## config.mk

```make
export PLATFORM = sky130hd
export DESIGN_NAME = fft_sequencer
export DESIGN_NICKNAME = d
export VERILOG_FILES = /design/src/rtl/fft_pkg.sv /design/src/rtl/fft_wb_delay.sv /design/src/rtl/fft_sequencer.sv
export SDC_FILE = /design/constraint.sdc
export NUM_CORES = 1
export LEC_CHECK = 0
export CAP_MARGIN = 20
export CORE_ASPECT_RATIO = 1.2
export CORE_MARGIN = 2
export CORE_UTILIZATION = 50
export CTS_CLUSTER_DIAMETER = 60
export DETAILED_ROUTE_END_ITERATION = 10
export GPL_TIMING_DRIVEN = 0
export PLACE_DENSITY = 0.81
export SYNTH_ARGS = -nofsm -noshare
export SYNTH_HDL_FRONTEND = slang
export SYNTH_SLANG_ARGS = --single-unit
export TNS_END_PERCENT = 10
```

## constraint.sdc

```tcl
create_clock -name clk -period 2.44 [get_ports clk]
set_input_delay 0.244 -clock clk [delete_from_list [all_inputs] [get_ports clk]]
set_output_delay 0.244 -clock clk [all_outputs]
set_load 0.005 [all_outputs]
```

## src/rtl/fft_pkg.sv

```systemverilog
// rtl/fft_pkg.sv - shared state type and geometry constants for the 64-point radix-2 FFT
package fft_pkg;

  localparam int FFT_N      = 64;
  localparam int FFT_LEVELS = 6;
  localparam int FFT_BFLY   = 32;
  localparam int FFT_ADDR_W = 6;

  typedef enum logic [2:0] {
    IDLE,
    LOAD,
    PROC,
    DRAIN,
    DONE
  } fft_seq_state_t;

endpackage

```

## src/rtl/fft_wb_delay.sv

```systemverilog
// rtl/fft_wb_delay.sv - LAT-stage delay of {valid, level, iter} aligning write-back with butterfly output
module fft_wb_delay
  import fft_pkg::*;
#(
  parameter int LAT = 3
) (
  input  logic                  clk,
  input  logic                  reset,
  input  logic                  issue_valid,
  input  logic [FFT_ADDR_W-1:0] issue_level,
  input  logic [FFT_ADDR_W-1:0] issue_iter,
  output logic                  wb_valid,
  output logic [FFT_ADDR_W-1:0] wb_level,
  output logic [FFT_ADDR_W-1:0] wb_iter
);

  logic [LAT-1:0]                 valid_q;
  logic [LAT-1:0][FFT_ADDR_W-1:0] level_q;
  logic [LAT-1:0][FFT_ADDR_W-1:0] iter_q;

  always_ff @(posedge clk or posedge reset) begin
    if (reset) begin
      valid_q <= '0;
      level_q <= '0;
      iter_q  <= '0;
    end else begin
      valid_q[0] <= issue_valid;
      level_q[0] <= issue_level;
      iter_q[0]  <= issue_iter;
      for (int k = 1; k < LAT; k++) begin
        valid_q[k] <= valid_q[k-1];
        level_q[k] <= level_q[k-1];
        iter_q[k]  <= iter_q[k-1];
      end
    end
  end

  assign wb_valid = valid_q[LAT-1];
  assign wb_level = level_q[LAT-1];
  assign wb_iter  = iter_q[LAT-1];

endmodule

```

## src/rtl/fft_sequencer.sv

```systemverilog
// rtl/fft_sequencer.sv - load / six-level butterfly / readout controller for the 64-point FFT core
// Optional cycle_count output is enabled by defining FFT_SEQ_CYCLE_COUNT_EN.
module fft_sequencer
  import fft_pkg::*;
#(
  parameter int BFLY_LAT = 3
) (
  input  logic                  clk,
  input  logic                  reset,
  input  logic                  start,
  input  logic                  sample_valid,
  input  logic                  out_ready,
  output logic                  load,
  output logic                  processing,
  output logic                  done,
  output logic [FFT_ADDR_W-1:0] fft_level,
  output logic [FFT_ADDR_W-1:0] butterfly_iter,
  output logic [FFT_ADDR_W-1:0] load_address,
  output logic [FFT_ADDR_W-1:0] out_address,
  output logic                  rd_bank,
  output logic [FFT_ADDR_W-1:0] wr_level,
  output logic [FFT_ADDR_W-1:0] wr_iter,
  output logic                  we_0,
  output logic                  we_1,
  output logic                  out_valid,
  output logic                  busy
`ifdef FFT_SEQ_CYCLE_COUNT_EN
  ,
  output logic [15:0]           cycle_count
`endif
);

  localparam logic [FFT_ADDR_W-1:0] LAST_ADDR  = FFT_ADDR_W'(FFT_N - 1);
  localparam logic [FFT_ADDR_W-1:0] LAST_ITER  = FFT_ADDR_W'(FFT_BFLY - 1);
  localparam logic [FFT_ADDR_W-1:0] LAST_LEVEL = FFT_ADDR_W'(FFT_LEVELS - 1);
  localparam logic [3:0]            DRAIN_LAST = 4'(BFLY_LAT - 1);

  fft_seq_state_t state, state_next;
  logic [3:0]     drain_cnt;
  logic           wb_valid;

  fft_wb_delay #(.LAT(BFLY_LAT)) u_wb_delay (
    .clk         (clk),
    .reset       (reset),
    .issue_valid (state == PROC),
    .issue_level (fft_level),
    .issue_iter  (butterfly_iter),
    .wb_valid    (wb_valid),
    .wb_level    (wr_level),
    .wb_iter     (wr_iter)
  );

  always_ff @(posedge clk or posedge reset) begin
    if (reset) state <= IDLE;
    else       state <= state_next;
  end

  always_comb begin
    state_next = state;
    load       = 1'b0;
    processing = 1'b0;
    done       = 1'b0;
    busy       = 1'b1;
    // Level L reads bank L[0] and writes the opposite bank, so level 5 lands in bank 0.
    we_0       = wb_valid & wr_level[0];
    we_1       = wb_valid & ~wr_level[0];
    unique case (state)
      IDLE: begin
        busy = 1'b0;
        if (start) state_next = LOAD;
      end
      LOAD: begin
        load = 1'b1;
        we_0 = sample_valid | (wb_valid & wr_level[0]);
        if (sample_valid && load_address == LAST_ADDR) state_next = PROC;
      end
      PROC: begin
        processing = 1'b1;
        if (butterfly_iter == LAST_ITER) state_next = DRAIN;
      end
      DRAIN: begin
        processing = 1'b1;
        if (drain_cnt == DRAIN_LAST) state_next = (fft_level == LAST_LEVEL) ? DONE : PROC;
      end
      DONE: begin
        done = 1'b1;
        if (out_ready && out_address == LAST_ADDR) state_next = IDLE;
      end
      default: state_next = IDLE;
    endcase
  end

  always_ff @(posedge clk or posedge reset) begin
    if (reset) begin
      fft_level      <= '0;
      butterfly_iter <= '0;
      load_address   <= '0;
      out_address    <= '0;
      drain_cnt      <= '0;
      out_valid      <= 1'b0;
    end else begin
      // RAM bank 0 has one cycle of read latency behind each accepted address.
      out_valid <= (state == DONE) && out_ready;
      unique case (state)
        IDLE: begin
          if (start) begin
            load_address   <= '0;
            fft_level      <= '0;
            butterfly_iter <= '0;
          end
        end
        LOAD: begin
          if (sample_valid) begin
            load_address <= load_address + 1'b1;
            if (load_address == LAST_ADDR) begin
              fft_level      <= '0;
              butterfly_iter <= '0;
            end
          end
        end
        PROC: begin
          drain_cnt      <= '0;
          butterfly_iter <= (butterfly_iter == LAST_ITER) ? '0 : butterfly_iter + 1'b1;
        end
        DRAIN: begin
          if (drain_cnt == DRAIN_LAST) begin
            drain_cnt <= '0;
            if (fft_level != LAST_LEVEL) fft_level   <= fft_level + 1'b1;
            else                         out_address <= '0;
          end else begin
            drain_cnt <= drain_cnt + 1'b1;
          end
        end
        DONE: begin
          if (out_ready) out_address <= out_address + 1'b1;
        end
        default: ;
      endcase
    end
  end

  assign rd_bank = fft_level[0];

`ifdef FFT_SEQ_CYCLE_COUNT_EN
  always_ff @(posedge clk or posedge reset) begin
    if (reset) begin
      cycle_count <= '0;
    end else if (state == IDLE && start) begin
      cycle_count <= '0;
    end else if ((state == LOAD || state == PROC || state == DRAIN) && cycle_count != 16'hFFFF) begin
      cycle_count <= cycle_count + 16'd1;
    end
  end
`endif

endmodule

```

# Word level (Yosys, flattened, before mapping)
# Index checks and enable logic that the tools add are counted.
# totals
reg_bits	71
in_bits	5
out_inout_bits	44
elab_cells	86
# classes
addsub	5
eq_ne	20
n_mux	28
bitwise	4
n_reduce_logical	15
# op_table
cell	count
2-to-1 mux 6 bit	10
one-hot mux 6 bit (3 select lines)	2
adder 6 x 1 -> 6 bit, second input constant	4
one-hot mux 6 bit (2 select lines)	2
inequality test 2 bit, second input constant	10
2-to-1 mux 3 bit	6
one-hot mux 3 bit (5 select lines)	1
== test 6 bit, second input constant	2
one-hot mux 4 bit (2 select lines)	1
AND reduction 4 bit	2
== test 3 x 2 -> 1 bit, second input constant	2
== test 6 x 3 -> 1 bit, second input constant	1
== test 6 x 5 -> 1 bit, second input constant	1
inequality test 6 x 3 -> 1 bit, second input constant	1
AND reduction 6 bit	1
nonzero test 2 bit	3
nonzero test 3 bit	2
2-to-1 mux 1 bit	5
AND reduction 5 bit	1
adder 4 x 1 -> 4 bit, second input constant	1
== test 4 x 2 -> 1 bit, second input constant	1
2-to-1 mux 4 bit	1
== test 3 x 1 -> 1 bit, second input constant	1
== test 3 bit, second input constant	1
7 further kinds	10

# Depth between registers and ports, before layout
# logic_depth
depth_word	4
mapped_depth	7
depth_no_buf	6

# By module
# Synthesis repeated with hierarchy kept, for this count alone.
# hier_totals
hier_cells	251
area_unflattened_um2	2941.6
# by_module_without_submodules
mod	n_inst	cells_per_inst	area_per_inst_um2	seq_area_each_um2
fft_sequencer	1	199	1871.8	800.8
fft_wb_delay	1	52	1069.8	975.9

# Worst setup path before layout
# OpenSTA, ideal clock, no wires.
# synth_path
path_kind	register to register
start	register drain_cnt[0]
end	register out_address[5]
arrival_ns	1.842
required_time_ns	2.363
setup_slack_ns	0.521
stages_incl_launch_ff	8
path_buffers	1
period_less_slack_ns	1.919
cell_sequence	dfrtp_1 -> inv_1 -> ha_1 -> or3b_4 -> and2_4 -> buf_6 -> or4_1 -> a21oi_1
# synth_via
elab_chain_len	3
# synth_lines
element	line	source
from (decl)	fft_sequencer.sv:39	logic [3:0] drain_cnt;
from (signal assigned)	fft_sequencer.sv:131	drain_cnt <= drain_cnt + 1'b1;
== test 4 x 2 -> 1 bit	fft_sequencer.sv:126	if (drain_cnt == DRAIN_LAST) begin
inequality test 2 bit (no line)	--	
AND reduction 4 bit (no line)	--	
to (signal assigned)	fft_sequencer.sv:135	if (out_ready) out_address <= out_address + 1'b1;
to (decl)	fft_sequencer.sv:19	output logic [FFT_ADDR_W-1:0] out_address,
# No other way between the ends.
# A chain may end at the register's enable or synchronous reset.

# Worst setup path after layout
# layout_path
start	register state[0]
end	output port we_0
# layout_via
elab_chain_len	2
# layout_lines
element	line	source
from (decl)	fft_sequencer.sv:38	fft_seq_state_t state, state_next;
from (signal assigned)	fft_sequencer.sv:55	else state <= state_next;
== test 3 x 1 -> 1 bit	fft_sequencer.sv:67	unique case (state)
2-to-1 mux 1 bit	fft_sequencer.sv:67	
to (decl)	fft_sequencer.sv:23	output logic we_0,
# No other way between the ends.

==> impl_metrics.yaml <==
floorplanning:
  fp.dieW_um: 73.7
  die_h_um: 87.7
  dieArea_um2: 6470
  core.rowCount: 30
  start_util_pct: 51.8
  placeableCoreArea_um2: 5630
  pin_count: 49
timing:
  fin_skew_ps: 3.53
  setup_viol: 0
  rsz0062_at_grt: "no"
  finalCriticalPeriod_ps: 2300
  hold_violations: 0
  fin_crit_sh_pct: 94.3
  maxSlewHeadroom_pct: 63.1
  max_freq_mhz: 434
  final.setup.tns_ps: 0
  worst_pin_slew_ps: 551
  slew_viol_final: 0
yosys:
  syn_avg_cell_area_um2: 11.8
  synth.distinct_cells: 54
  syn_nets: 259
  synth-edff-count: 0
  synth_ff_type: "dfrtp_1"
  synth_area_um2: 2920
  ys_ff_latch: 71
  ys_seq_area_share_pct: 60.9
  yosys_warnings: 0
  async_reset_ff_share_pct: 100
  synth_top_area_share_pct: 60.9
  synth_top_area_cell: "dfrtp_1"
  yosysMostFrequentCell: "dfrtp_1"
  syn_inst: 247
  synth_area_leaders: "dfrtp_1 (61%), buf_4 (3.3%), ha_1 (3.0%), nand3_1 (2.4%), o21ai_0 (2.1%)"
  netlist_top_cells_count: "dfrtp_1 (71), inv_1 (14), nand3_1 (14)"
worst_setup_path:
  reg2reg_slack_ps: 420
  end_kind: "output port"
  critPathRequiredTime_ps: 2200
  worstPathArrival_ps: 2060
  rr_endpoint: "fft_level[4]$_DFFE_PP0P_"
  critPathMaxFanout: 18
  cp-start-kind: "flip-flop"
  r2r_start: "drain_cnt[0]$_DFFE_PP0P_"
  reg2reg_depth: 6
  crit_type: "reg2out"
clock_tree:
  clockBufferDepth: 2
  clk_latency_ps: 340
  cts_root_buffer: "clkbuf_8"
  cts.sinks: 71
  hold_buffers: 0
  htreeDepth: 3
  cts_tree: "done"
  post_cts_resized: 1
  cts_buffers: 9
  cts.clk_slew.worst_paths_ps: 70
  cts_setup_buffers: 0
detailed_routing:
  vias: 2081
  vias_per_cell: 5.55
  drc: 0
  drt_iter0_drc: 158
  drtPass1Iterations: 4
  wl_per_cell_um: 14.8
  ant_nets: 0
  postRouteWirelength_mm: 5.56
final_layout:
  seq_area_um2: 1780
  insertedDiodeCount: 0
  final_layout_size_suffix_gt1_share_pct: 16.1
  final_cells: 375
  fin_nets: 318
  synthToLayoutAreaGrowth_pct: 26.7
  fillerInstances: 442
  multi_input_area_um2: 965
global_routing:
  met1_usage_pct: 24.6
  grt_use_met2_pct: 28.3
  antenna_found_initial: 0
  grt_pass1_vias: 1928
  met3_usage_pct: 5.98
  grt.busiest_layer: "met2"
  grt_first_pass_wirelength_mm: 9.10
  grt.total_usage_pct: 18.9
  overflow: 0
  grt_max_degree: 47
pwr:
  powerDensity_nw_per_um2: 1100
  p_leak_nw: 1.73
  ir_drop_v: 0.000661
  power_mw: 4.05
outcome:
  status: "finished, final reports clean"
placed_design:
  place_hpwl_mm: 3.91
  numPortBuffers: 48
  dp.cells: 360
  gp_congestion: 0.833
min_path:
  worstHoldPathType: "in2async"
job:
  maxCapViolations: 0
==> power by group <==
part	internal, mW	leakage (nW)	switching [mW]	total, mW
clock network	0.500	0.0936	0.404	0.904
registers	1.55	0.918	0.261	1.81
logic	0.768	0.715	0.575	1.34
==> final cells by class <==
| cell class | count | share of cell area, % |
|---|---|---|
| plain buffers | 17 | 3.49 |
| inverters | 14 | 1.42 |
| well taps | 64 | 2.17 |
| repair buffers | 49 | 13.5 |
| multi-input cells | 144 | 26.1 |
| clock buffers | 13 | 4.03 |
| clock inverters | 3 | 1.15 |
| flip-flops and latches | 71 | 48.1 |
==> worst max-delay path by stage <==
stage	start	endpoint	slack, ps	cells past startpoint
2_1_floorplan	reset	butterfly_iter[0]$_DFFE_PP0P_	400	1
6_report	state[0]$_DFFE_PP0P_	we_0	140	6
4_1_cts	state[0]$_DFFE_PP0P_	we_0	8	6
3_5_place_dp	state[0]$_DFFE_PP0P_	done	220	5
3_3_place_gp	reset	drain_cnt[0]$_DFFE_PP0P_	-620	2
5_1_grt	state[0]$_DFFE_PP0P_	we_0	20	6
==> cell usage in the layout, fill, tap and decap left out, types with 2 or more instances in the layout <==
master,count
nor2_1,12
inv_2,2
or2_2,4
nand2b_1,5
clkbuf_1,3
a21oi_1,10
a22o_1,3
inv_1,12
o211a_1,2
nand3_1,14
buf_4,14
o21ai_0,12
o31ai_1,3
a21o_1,2
clkdlybuf4s50_1,48
nor2b_1,2
or4_1,2
mux2_2,3
nor4_1,2
nand2_1,12
xnor2_1,3
a21o_2,2
and3_1,5
nor3_1,5
a211oi_1,2
a31oi_1,6
ha_1,7
or3b_4,2
a32o_1,2
dfrtp_1,70
clkbuf_8,10
==> stage by stage <==
step / hold WS [ps] / worst slack [ps] / util (%) / instance area, um2
detailed placement: 335 / 221 / 62.1 / 3500
CTS: 282 / 8.46 / 65.5 / 3690
global route: 317 / 16.0 / 65.6 / 3700
finish: 280 / 138 / 65.6 / 3700
floorplan: 331 / 399 / - / 2920
global placement: 332 / -616 / 61.8 / 3480
==> registers in the layout, summed over array words and instances (netlist names) <==
name,cells
fft_level,6
u_wb_delay.wb_iter,6
u_wb_delay.wb_level,6
u_wb_delay.valid_q,3
drain_cnt,4
u_wb_delay.level_q,12
state,3
butterfly_iter,6
out_address,6
load_address,6
out_valid,1
u_wb_delay.iter_q,12
==> per-layer routing <==
| metal | part of all wire, % | vias to the layer above |
|---|---|---|
| met5 | 0 | - |
| met3 | 4.5 | 14 |
| met2 | 50 | 58 |
| met1 | 43 | 1025 |
| met4 | 2.6 | 0 |
| li1 | - | 984 |
==> worst max-delay path: stages (launching register included) <==
cell             delay, ps
dfrtp_1                340
buf_4                  210
or3b_1                 390
inv_1                  130
nand2_1                 80
nand2_1                 80
clkdlybuf4s50_1        500
==> cell families (layout without fill, tap and decap cells) <==
kind of cell / count (synthesis) / count (layout) / synth area share (%)
AO/OA/AOI/OAI: 55 / 55 / 13.0
XOR/XNOR: 3 / 3 / 0.901
adder cells (fa/ha/maj): 7 / 7 / 3.00
buffers and inverters: 32 / 96 / 6.13
flip-flops: 71 / 71 / 60.9
multiplexers: 4 / 4 / 1.50
AND/OR/NAND/NOR: 75 / 75 / 14.5
Note: power is estimated with default switching activity, not from simulation.
